<file path="src/rtl/instr_mem_loader.sv">
// Byte-stream loader for the CPU instruction memory: packs bytes big-endian into
// instruction words, writes them to sequential addresses, and stalls the CPU meanwhile.
module instr_mem_loader #(
    parameter int unsigned INSTR_LEN     = 32,
    parameter int unsigned MEM_ADDR_SIZE = 5,
    parameter int unsigned NUM_WORDS     = 32
) (
    input  logic                     clk,
    input  logic                     reset,
    input  logic                     start,
    input  logic [7:0]               byte_in,
    input  logic                     byte_valid,
    output logic                     byte_ready,
    output logic                     wr_en,
    output logic [MEM_ADDR_SIZE-1:0] wr_addr,
    output logic [INSTR_LEN-1:0]     wr_data,
    output logic                     busy,
    output logic                     cpu_hold,
    output logic                     done,
    output logic [MEM_ADDR_SIZE:0]   word_count
);

    localparam int unsigned BYTES = INSTR_LEN / 8;
    localparam int unsigned BCW   = (BYTES > 1) ? $clog2(BYTES) : 1;
    localparam int unsigned WCW   = MEM_ADDR_SIZE + 1;

    typedef enum logic [1:0] {
        S_IDLE    = 2'd0,
        S_COLLECT = 2'd1,
        S_WRITE   = 2'd2,
        S_DONE    = 2'd3
    } state_e;

    state_e                   state_q, state_d;
    logic [INSTR_LEN-1:0]     asm_q, asm_d;
    logic [BCW-1:0]           byte_cnt_q, byte_cnt_d;
    logic [MEM_ADDR_SIZE-1:0] wr_addr_q, wr_addr_d;
    logic [INSTR_LEN-1:0]     wr_data_q, wr_data_d;
    logic                     wr_en_q, wr_en_d;
    logic [WCW-1:0]           word_count_q, word_count_d;
    logic                     byte_ready_q, byte_ready_d;
    logic                     busy_q, busy_d;
    logic                     done_q, done_d;
    logic [INSTR_LEN-1:0]     asm_shift;

    // Shift the new byte in at the bottom; the oldest byte falls off the top.
    assign asm_shift = INSTR_LEN'({asm_q, byte_in});

    always_comb begin
        state_d      = state_q;
        asm_d        = asm_q;
        byte_cnt_d   = byte_cnt_q;
        wr_addr_d    = wr_addr_q;
        wr_data_d    = wr_data_q;
        wr_en_d      = 1'b0;
        word_count_d = word_count_q;

        case (state_q)
            S_IDLE, S_DONE: begin
                if (start) begin
                    state_d      = S_COLLECT;
                    asm_d        = '0;
                    byte_cnt_d   = '0;
                    wr_addr_d    = '0;
                    word_count_d = '0;
                end
            end
            S_COLLECT: begin
                if (byte_valid && byte_ready_q) begin
                    asm_d = asm_shift;
                    if (byte_cnt_q == BCW'(BYTES - 1)) begin
                        wr_data_d  = asm_shift;
                        wr_en_d    = 1'b1;
                        byte_cnt_d = '0;
                        state_d    = S_WRITE;
                    end else begin
                        byte_cnt_d = byte_cnt_q + BCW'(1);
                    end
                end
            end
            S_WRITE: begin
                word_count_d = word_count_q + WCW'(1);
                if (wr_addr_q == MEM_ADDR_SIZE'(NUM_WORDS - 1)) begin
                    state_d = S_DONE;
                end else begin
                    wr_addr_d = wr_addr_q + MEM_ADDR_SIZE'(1);
                    state_d   = S_COLLECT;
                end
            end
            default: state_d = S_IDLE;
        endcase

        // Status outputs are registered decodes of the next state.
        byte_ready_d = (state_d == S_COLLECT);
        busy_d       = (state_d == S_COLLECT) || (state_d == S_WRITE);
        done_d       = (state_d == S_DONE);
    end

    always_ff @(posedge clk or negedge reset) begin
        if (!reset) begin
            state_q      <= S_IDLE;
            asm_q        <= '0;
            byte_cnt_q   <= '0;
            wr_addr_q    <= '0;
            wr_data_q    <= '0;
            wr_en_q      <= 1'b0;
            word_count_q <= '0;
            byte_ready_q <= 1'b0;
            busy_q       <= 1'b0;
            done_q       <= 1'b0;
        end else begin
            state_q      <= state_d;
            asm_q        <= asm_d;
            byte_cnt_q   <= byte_cnt_d;
            wr_addr_q    <= wr_addr_d;
            wr_data_q    <= wr_data_d;
            wr_en_q      <= wr_en_d;
            word_count_q <= word_count_d;
            byte_ready_q <= byte_ready_d;
            busy_q       <= busy_d;
            done_q       <= done_d;
        end
    end

    assign byte_ready = byte_ready_q;
    assign wr_en      = wr_en_q;
    assign wr_addr    = wr_addr_q;
    assign wr_data    = wr_data_q;
    assign busy       = busy_q;
    assign cpu_hold   = busy_q;
    assign done       = done_q;
    assign word_count = word_count_q;

endmodule

</file>
<file path="config.mk">
export PLATFORM = sky130hd
export DESIGN_NAME = instr_mem_loader
export DESIGN_NICKNAME = d
export VERILOG_FILES = /design/src/rtl/instr_mem_loader.sv
export SDC_FILE = /design/constraint.sdc
export NUM_CORES = 1
export LEC_CHECK = 0
export CAP_MARGIN = 40
export CORE_MARGIN = 2
export CORE_UTILIZATION = 53
export CTS_BUF_LIST = sky130_fd_sc_hd__clkbuf_8
export CTS_CLUSTER_SIZE = 24
export DETAILED_ROUTE_END_ITERATION = 10
export GPL_TIMING_DRIVEN = 0
export PLACE_DENSITY = 0.81
export SLEW_MARGIN = 10
export SYNTH_ARGS = -nofsm -noshare
export SYNTH_HDL_FRONTEND = slang
export SYNTH_SLANG_ARGS = --single-unit
</file>
<file path="constraint.sdc">
create_clock -name clk -period 2.2 [get_ports clk]
set_input_delay 0.44 -clock clk [delete_from_list [all_inputs] [get_ports clk]]
set_output_delay 0.44 -clock clk [all_outputs]
set_load 0.05 [all_outputs]
</file>
==> results by stage, run 1 <==
Run status:
- The run finished with clean final reports.

Clocking:
- TritonCTS built the clock tree.
- In this run the deepest clock path goes through 2 buffers.
- After clock tree synthesis, the setup repair step added 0 buffers.
- The clock root buffer is sky130_fd_sc_hd__clkbuf_8.
- Clock tree synthesis found a total of 75 sinks.
- The number of H-tree levels is 3.
- The clock reaches the later pin of the worst-skew pair after 0.35 ns.
- After clock tree synthesis, the clock-pin slew on the worst setup and hold paths is 0.07 ns.
- Buffers inserted during clock tree synthesis total 9.

Timing:
- On the final layout, the worst clock skew is 0.00941 ns.
- The clock period could shrink to 2.08 ns.
- The sum of negative setup slack is 0 ns.
- For this run, the top clock speed supported by timing is 481 MHz.
- Of the available clock period, the critical path in the final layout requires 0.944.
- Setup repair after global routing left no endpoint under its margin.
- The count of final hold-check violations came to 0.
- The actual transition at the worst max-transition pin is 0.519 ns.
- Setup violations remaining at the end of the flow were counted as 0.
- The worst slew slack as a fraction of its limit is 0.654.
- The number of max-slew violations in the final report is 0.
- Hold timing on the final database bottoms out at a slack of 0.0533 ns.

Synthesis:
- The async set-reset flop share out of synthesis is 1.00.
- The mean cell area of the mapped netlist is 9.35 um2.
- The number of standard cells after synthesis is 336.
- Counting flops and latches in the post-synthesis netlist gives 75.
- The netlist uses 30 different library cells.
- Counting instances in the post-synthesis netlist gives the leading cell types as 156 x sky130_fd_sc_hd__nand2_1, 75 x sky130_fd_sc_hd__dfrtp_1, 30 x sky130_fd_sc_hd__nand3_1.
- The synthesized design contains 0 enable-type register cells.
- The share of synthesized area occupied by flip-flops and latches is 0.598.
- The Yosys step of the flow raised 0 warnings.
- The cell with the most instances after synthesis is sky130_fd_sc_hd__nand2_1.
- The post-synthesis cell area is 3140 um2.
- In the synthesized netlist the dominant register cell turns out to be sky130_fd_sc_hd__dfrtp_1.
- By area the synthesized netlist is led by sky130_fd_sc_hd__dfrtp_1 60%, sky130_fd_sc_hd__nand2_1 19%, sky130_fd_sc_hd__nand3_1 4.8%, sky130_fd_sc_hd__ha_1 2.8%, sky130_fd_sc_hd__a22o_1 2.2%.
- The dominant cell type by area after synthesis is sky130_fd_sc_hd__dfrtp_1.
- Of the post-synthesis cell area, the dominant cell type holds 0.598.
- The number of nets in the synthesized netlist is 355.

Pwr:
- The switching fraction of total power is 0.421.
- Summing internal, switching and leakage power gives 5.24 mW.
- For this design the total switching power over the nets is 2.21 mW.
- The cell-internal power is 3.03 mW.
- The fraction of power consumed by the clock network is 0.210.
- The total power density per cell area is 1290 nW/um2.
- The static leakage power is 2.12 nW.
- The combinational group share of total power is 0.402.
- Of the total power, registers draw 0.388.
- The maximum ir drop on the vdd rail is 728 uV.

Routing:
- The overall via count from detail_route is 2,556.
- After detailed routing, the number of remaining DRC violations is 0.
- The first TritonRoute pass finished after 4 iterations.
- The detail route stage leaves a number of antenna-violating nets equal to 0.
- Dividing the detail-routed via count by the number of cells gives 5.26.
- In the final routed layout, each cell accounts on average for 13.8 um.
- The count of routing violations after the opening detailed-route iteration is 116.
- Wires add up to 6.70 mm.

Floorplanning:
- The floorplan die height is 81.0 um.
- The die covers 6560 um2.
- After floorplanning, the core was divided into 28 placement rows.
- In this run the count of I/O pins placed on the die edge is 60.
- The floorplan core area is 5820 um2.
- For this configuration, the core starts out at a cell density of 0.540.
- The floorplan step set the die width to 81.0 um.

Worst hold path:
- The class of the tightest hold or removal check is primary input to asynchronous set/reset pin.

Placed design:
- The last weighted congestion value of the routability-driven placer is 0.833.
- The detailed placer's ending HPWL is 4.75 mm.
- After detailed placement, the total cell area comes to 3840 um2.
- Port buffering added 59 buffers.

Worst setup path:
- In this run the critical register-to-register path is captured at busy$_DFF_PN0_.
- For the worst setup path, the data arrival time is 1.64 ns.
- Counting both buffers and inverters, the worst setup path holds a total of 1.
- The count of cells along the worst register-to-register path is 7.
- By startpoint and endpoint, the worst setup path is classified as flop to output port.
- The worst setup path is captured at an output port.
- STA classifies the critical path startpoint as a flop.
- Tracing the worst setup path back leads to its startpoint at wr_addr[0]$_DFFE_PN0P_.
- Among all stages on the critical path, the largest delay is contributed by sky130_fd_sc_hd__clkdlybuf4s50_1.
- The worst register-to-register path begins at state_q[1]$_DFF_PN0_.
- The critical path goes through clkdlybuf4s50_1.
- The flop-to-flop setup slack is 0.18 ns.
- For this run, the slowest stage of the critical path takes 0.85 ns.
- The path length in cells of the critical path is 1.
- STA puts the critical path data required time at 1.76 ns.
- Of all nets on the critical path, the largest fanout is 6.
- The last element of the critical path is wr_addr[0].
- The kind of cell adding the most delay to the critical path is buffers and inverters.

Layout:
- The growth of design area from synthesis to finish is 29.3%.
- The final design instance area without fill is 4060 um2.
- The antenna diode count is 0.
- The number of filler instances in the final layout is 478.
- The layout cell share with drive strength beyond 1 is 0.0779.
- The net count of the finished layout is 425.

Global routing:
- The most crowded layer after global routing is met2.
- For met3 alone, demand over resource in global routing was 0.0578.
- The met2 usage is 0.344.
- The global-route usage over all layers is 0.229.
- The total overflow left after global routing is 0.
- The global routing usage on met1 is 0.323.
- The number of global-route vias before repair is 2,398.
- The first global-routing pass estimated 11.3 mm of wire.
- Entering global routing, the biggest net connects 39 pins.
- The number of antenna violations at the first check in global routing is 0.

Flow run:
- Max-cap violations in this run came to 0.
-- per-stage QoR --
stage	setup slack (ns)	std cells	utilization
finish	0.123	486	0.698
global route	0.00587	486	0.698
CTS	0.123	487	0.697
detailed placement	-0.0237	471	0.661
global placement	-1.78	470	0.658
floorplan	0.0368	336	-
-- final cells by class --
type,count,area [um2],area share
clock inverter,5,58.8,0.0145
multi-input combinational,238,1170,0.288
timing repair buffer,60,608,0.150
inverter,5,18.8,0.00462
clock buffer,11,151,0.0373
sequential,75,1880,0.462
buffer,17,85.1,0.0210
tap,75,93.8,0.0231
-- layout by cell type, fill, tap and decap left out, types with 5 or more instances in the layout --
cell type / n
sky130_fd_sc_hd__buf_2: 8
sky130_fd_sc_hd__a22o_1: 8
sky130_fd_sc_hd__clkbuf_8: 11
sky130_fd_sc_hd__nand2_1: 156
sky130_fd_sc_hd__inv_1: 5
sky130_fd_sc_hd__nand3_1: 30
sky130_fd_sc_hd__dfrtp_1: 75
sky130_fd_sc_hd__clkdlybuf4s50_1: 58
sky130_fd_sc_hd__ha_1: 7
sky130_fd_sc_hd__nor3_1: 5
sky130_fd_sc_hd__a21o_1: 6
-- how the worst min path moves through the flow --
| stage | startpoint | to | depth (start not counted) |
|---|---|---|---|
| finish | reset | word_count[0]$_DFFE_PN0P_ | 1 |
| global route | reset | wr_data[19]$_DFFE_PN0P_ | 1 |
| CTS | reset | word_count[0]$_DFFE_PN0P_ | 1 |
| detailed placement | reset | word_count[0]$_DFFE_PN0P_ | 1 |
| global placement | asm_q[20]$_DFFE_PN0P_ | asm_q[20]$_DFFE_PN0P_ | 2 |
| floorplan | reset | asm_q[0]$_DFFE_PN0P_ | 0 |
-- flip-flops by register name, indices dropped and copies added, names as in the netlist --
name	count
wr_data	32
byte_ready	1
busy	1
wr_en	1
byte_cnt_q	2
done	1
state_q	2
asm_q	24
word_count	6
wr_addr	5
-- power by group through the flow --
stage,combinational (mW),clock [mW],sequential [mW]
finish,2.11,1.10,2.03
global route,2.29,1.18,2.08
CTS,2.09,1.11,2.03
detailed placement,2.08,0,2.05
global placement,2.04,0,2.04
floorplan,0.802,0,2.62
-- routing by layer --
metal	vias to the layer above	share of wire
met5	-	0
met4	0	0.023
met3	16	0.054
met2	75	0.47
met1	1233	0.46
li1	1232	-
-- cells by family (layout without fill, tap and decap cells) --
kind of cell,after synthesis,in the layout,share of synthesized area
AO/OA/AOI/OAI,25,25,0.0614
multiplexers,2,2,0.00637
AND/OR/NAND/NOR,204,204,0.273
buffers and inverters,23,98,0.0343
flip-flops,75,75,0.598
adder cells (fa/ha/maj),7,7,0.0279
-- timing repair --
item                                    in CTS  in global routing
resized for setup                            0                  2
endpoints found under the setup margin       0                 14
hold buffers                                 0                  0
Note: power is estimated with default switching activity, not from simulation.
==> run 2, diff against run 1 <==
- PLACE_DENSITY: 0.81 -> default
- PLACE_DENSITY_LB_ADDON: default -> 0.25
- clock period: 2.2 -> 2.11 ns (I/O delays scaled with it)
==> run 2 against run 1 <==
The run now ends with negative setup slack left. Sequential cell count unchanged. Clock skew down 0.0031 ns. Power grew 3.3%. Register-to-register slack worse by 0.19 ns. Sequential share of layout area increased by 0.28 points. Largest power group unchanged. First-iteration DRC count grew 78%. Worst hold slack worse by 0.039 ns. Core utilization down 0.32 points. Critical path depth increased by 6. Global-route usage is 0.71 points lower. Non-clock buffer count did not move. Worst setup slack worse by 0.13 ns.
==> results by stage, run 2 (same netlist as run 1, synthesis figures left out) <==
Routing:
- The count of routing violations after the opening detailed-route iteration came to 206 (was 116).
- The via count normalized by instance count is 5.29 (was 5.26).
- The routed wire length per instance is 13.8 um (about the same).
- The post-detailed-route DRC marker count is 0 (unchanged).
- The overall via count from detail_route came to 2,573 (was 2,556).
- The overall routed net length was 6.70 mm (about the same).
- The iteration count of the initial detailed-routing pass came to 5 (was 4).
- The residual antenna-violating net count after detailed routing is 0 (unchanged).

Run status:
- The final reports fail on negative setup slack.
- Run status: complete, but fails checks (was completed).

Layout:
- The layout cell share with drive strength beyond 1 came to 0.0803 (was 0.0779).
- The net count of the finished layout is 425 (unchanged).
- The share of the core filled with cells in the final layout is 0.695 (was 0.698).
- The area occupied by registers came to 1880 um2 (about the same).
- The growth of design area from synthesis to finish came to 28.7% (was 29.3%).
- Commonest non-fill, non-tap cells in the layout: 156 x sky130_fd_sc_hd__nand2_1, 73 x sky130_fd_sc_hd__dfrtp_1, 58 x sky130_fd_sc_hd__clkdlybuf4s50_1 (was 156 x sky130_fd_sc_hd__nand2_1, 75 x sky130_fd_sc_hd__dfrtp_1, 58 x sky130_fd_sc_hd__clkdlybuf4s50_1).
- The flip-flop count of the largest register, all copies and words added came to 32 (unchanged).
- The final design instance area without fill is 4040 um2 (was 4060 um2).
- The number of filler instances in the final layout is 501 (was 478).
- The most common cell after layout, fill and taps aside is sky130_fd_sc_hd__nand2_1 (unchanged).
- The antenna diode count is 0 (unchanged).
- The area of the multi-input gates is 1160 um2 (was 1170 um2).

Floorplanning:
- The width of the die is 81.0 um (unchanged).
- The floorplan die height was 81.0 um (unchanged).
- The die area is 6560 um2 (unchanged).
- The row count is 28 (unchanged).
- The I/O pin count was 60 (unchanged).
- The floorplan core area came to 5820 um2 (unchanged).
- The initial core utilization is 0.540 (unchanged).

Clocking:
- The hold-fix buffer count after cts was 0 (unchanged).
- The source-to-sink clock delay at the later pin of the worst-skew pair is 0.34 ns (was 0.35 ns).
- The number of buffers inserted to repair setup after CTS is 0 (unchanged).
- The clock root buffer was sky130_fd_sc_hd__clkbuf_8 (unchanged).
- The clock input transition at the sequential cells of the worst setup and hold paths is 0.08 ns (was 0.07 ns).
- The number of CTS-inserted buffers came to 9 (unchanged).
- The CTS tree is yes (unchanged).
- The count of cells resized by post-cts repair is 0 (unchanged).
- The number of clock sinks was 75 (unchanged).
- The number of H-tree levels came to 3 (unchanged).
- The number of buffers on the longest clock path came to 2 (unchanged).

Global routing:
- The global-route usage over all layers was 0.222 (was 0.229).
- The number of antenna violations at the first check in global routing was 0 (unchanged).
- The first-pass GRT wire length was 11.0 mm (was 11.3 mm).
- The largest net degree at the start of global routing is 44 (was 39).
- The number of global-route vias before repair is 2,402 (was 2,398).
- The global-route congestion overflow total came to 0 (unchanged).

Timing:
- The clock skew came to 0.00628 ns (was 0.00941 ns).
- The count of final hold-check violations is 0 (unchanged).
- The smallest setup slack after layout is -0.0119 ns (was 0.123 ns).
- The number of max-slew violations in the final report was 0 (unchanged).
- The actual transition at the worst max-transition pin came to 0.619 ns (was 0.519 ns).
- The worst slew slack as a fraction of its limit was 0.576 (was 0.654).
- In the finished design, the share of the clock period the worst path needs comes to 1.01.
- The sum of negative setup slack is -0.0119 ns (was 0 ns).
- The setup-violating endpoint count in the final report is 1 (was 0).
- RSZ-0062 raised after global routing: true (was false).
- The final critical delay including setup and external delays is 2.12 ns.
- Derived from the worst setup path, the maximum achievable clock frequency is 471 MHz.

Worst setup path:
- The largest fanout on the critical path was 10 (was 6).
- The startpoint type of the worst setup path is a flop (unchanged).
- The endpoint arrival time on the critical path is 2.40 ns (was 1.64 ns).
- Worst path cell trace: inv_1 -> ha_1 -> and2b_1 -> a211oi_2 -> buf_4 -> nand3_1 -> nand2_1 (was clkdlybuf4s50_1).
- The kind of capture point of the worst setup path is a flop (was output port).
- The slowest library cell on the worst path is sky130_fd_sc_hd__a211oi_2 (was sky130_fd_sc_hd__clkdlybuf4s50_1).
- The path type of the worst setup path is flop to flop (was flop to output port).
- The capture point of the worst reg-to-reg path is asm_q[7]$_DFFE_PN0P_ (was busy$_DFF_PN0_).
- The startpoint of the worst register-to-register path is state_q[0]$_DFF_PN0_ (was state_q[1]$_DFF_PN0_).
- The count of cells along the worst register-to-register path is 7 (unchanged).
- The required time at the worst-slack endpoint is 2.39 ns (was 1.76 ns).
- The delay of the slowest critical-path stage is 0.48 ns (was 0.85 ns).
- The flop-to-flop setup slack is -0.01 ns (was 0.18 ns).

Pwr:
- The total power density per cell area came to 1340 nW/um2 (was 1290 nW/um2).
- The static leakage power came to 2.12 nW (about the same).
- The maximum ir drop on the vdd rail was 861 uV (was 728 uV).

Placed design:
- The detailed placer's ending HPWL is 4.73 mm (was 4.75 mm).
- The last weighted congestion value of the routability-driven placer is 0.786 (was 0.833).
- The area of placed instances is 3840 um2 (about the same).
- The setup slack at placement is -0.109 ns (was -0.0237 ns).
- The total of buffers placed on input and output ports is 59 (unchanged).

Worst hold path:
- The class of the tightest hold or removal check was primary input to asynchronous set/reset pin (unchanged).

Flow run:
- The number of max-capacitance violations reported is 0 (unchanged).
==> run 2: worst max-delay path by stage <==
stage / end / slack, ns / startpoint / cells past startpoint
floorplan: busy$_DFF_PN0_ / 0.12 / wr_addr[2]$_DFFE_PN0P_ / 8
global placement: wr_addr[0]$_DFFE_PN0P_ / -2.15 / reset / 1
detailed placement: asm_q[7]$_DFFE_PN0P_ / -0.11 / start / 6
CTS: asm_q[7]$_DFFE_PN0P_ / 0.007 / state_q[0]$_DFF_PN0_ / 7
global route: asm_q[7]$_DFFE_PN0P_ / -0.13 / state_q[0]$_DFF_PN0_ / 7
finish: asm_q[7]$_DFFE_PN0P_ / -0.01 / state_q[0]$_DFF_PN0_ / 7
==> run 2: per-stage QoR <==
step | instances | hold slack [ns] | power, mW
2_1_floorplan | 336 | 0.126 | 3.57
3_3_place_gp | 470 | 0.450 | 4.24
3_5_place_dp | 471 | 0.392 | 4.31
4_1_cts | 487 | 0.0182 | 5.44
5_1_grt | 486 | 0.0358 | 5.71
6_report | 486 | 0.0141 | 5.41
==> run 2: layout make-up <==
type	instances	area share
buffer	17	0.0211
clock buffer	10	0.0341
clock inverter	6	0.0155
inverter	5	0.00464
multi-input combinational	238	0.286
sequential	75	0.465
tap	75	0.0232
timing repair buffer	60	0.150
==> run 2: layer usage <==
metal	routed length, um	track usage	vias up
met5	0	0	-
met3	278	0.0344	13
met2	3290	0.359	73
met1	2990	0.293	1252
li1	-	-	1235
met4	142	0.114	0
==> run 2: worst max-delay path, delay by kind of cell, from the launching register on <==
kind	cells	cell delay [ns]
buf+inv	2	0.35
simple gates	3	0.47
flops	1	0.37
fa+ha+maj	1	0.38
compound gates	1	0.48
==> run 2: power by group <==
| group | total, mW | switching [mW] | internal (mW) |
|---|---|---|---|
| combinational | 2.17 | 1.47 | 0.699 |
| sequential | 2.13 | 0.295 | 1.83 |
| clock | 1.11 | 0.536 | 0.579 |
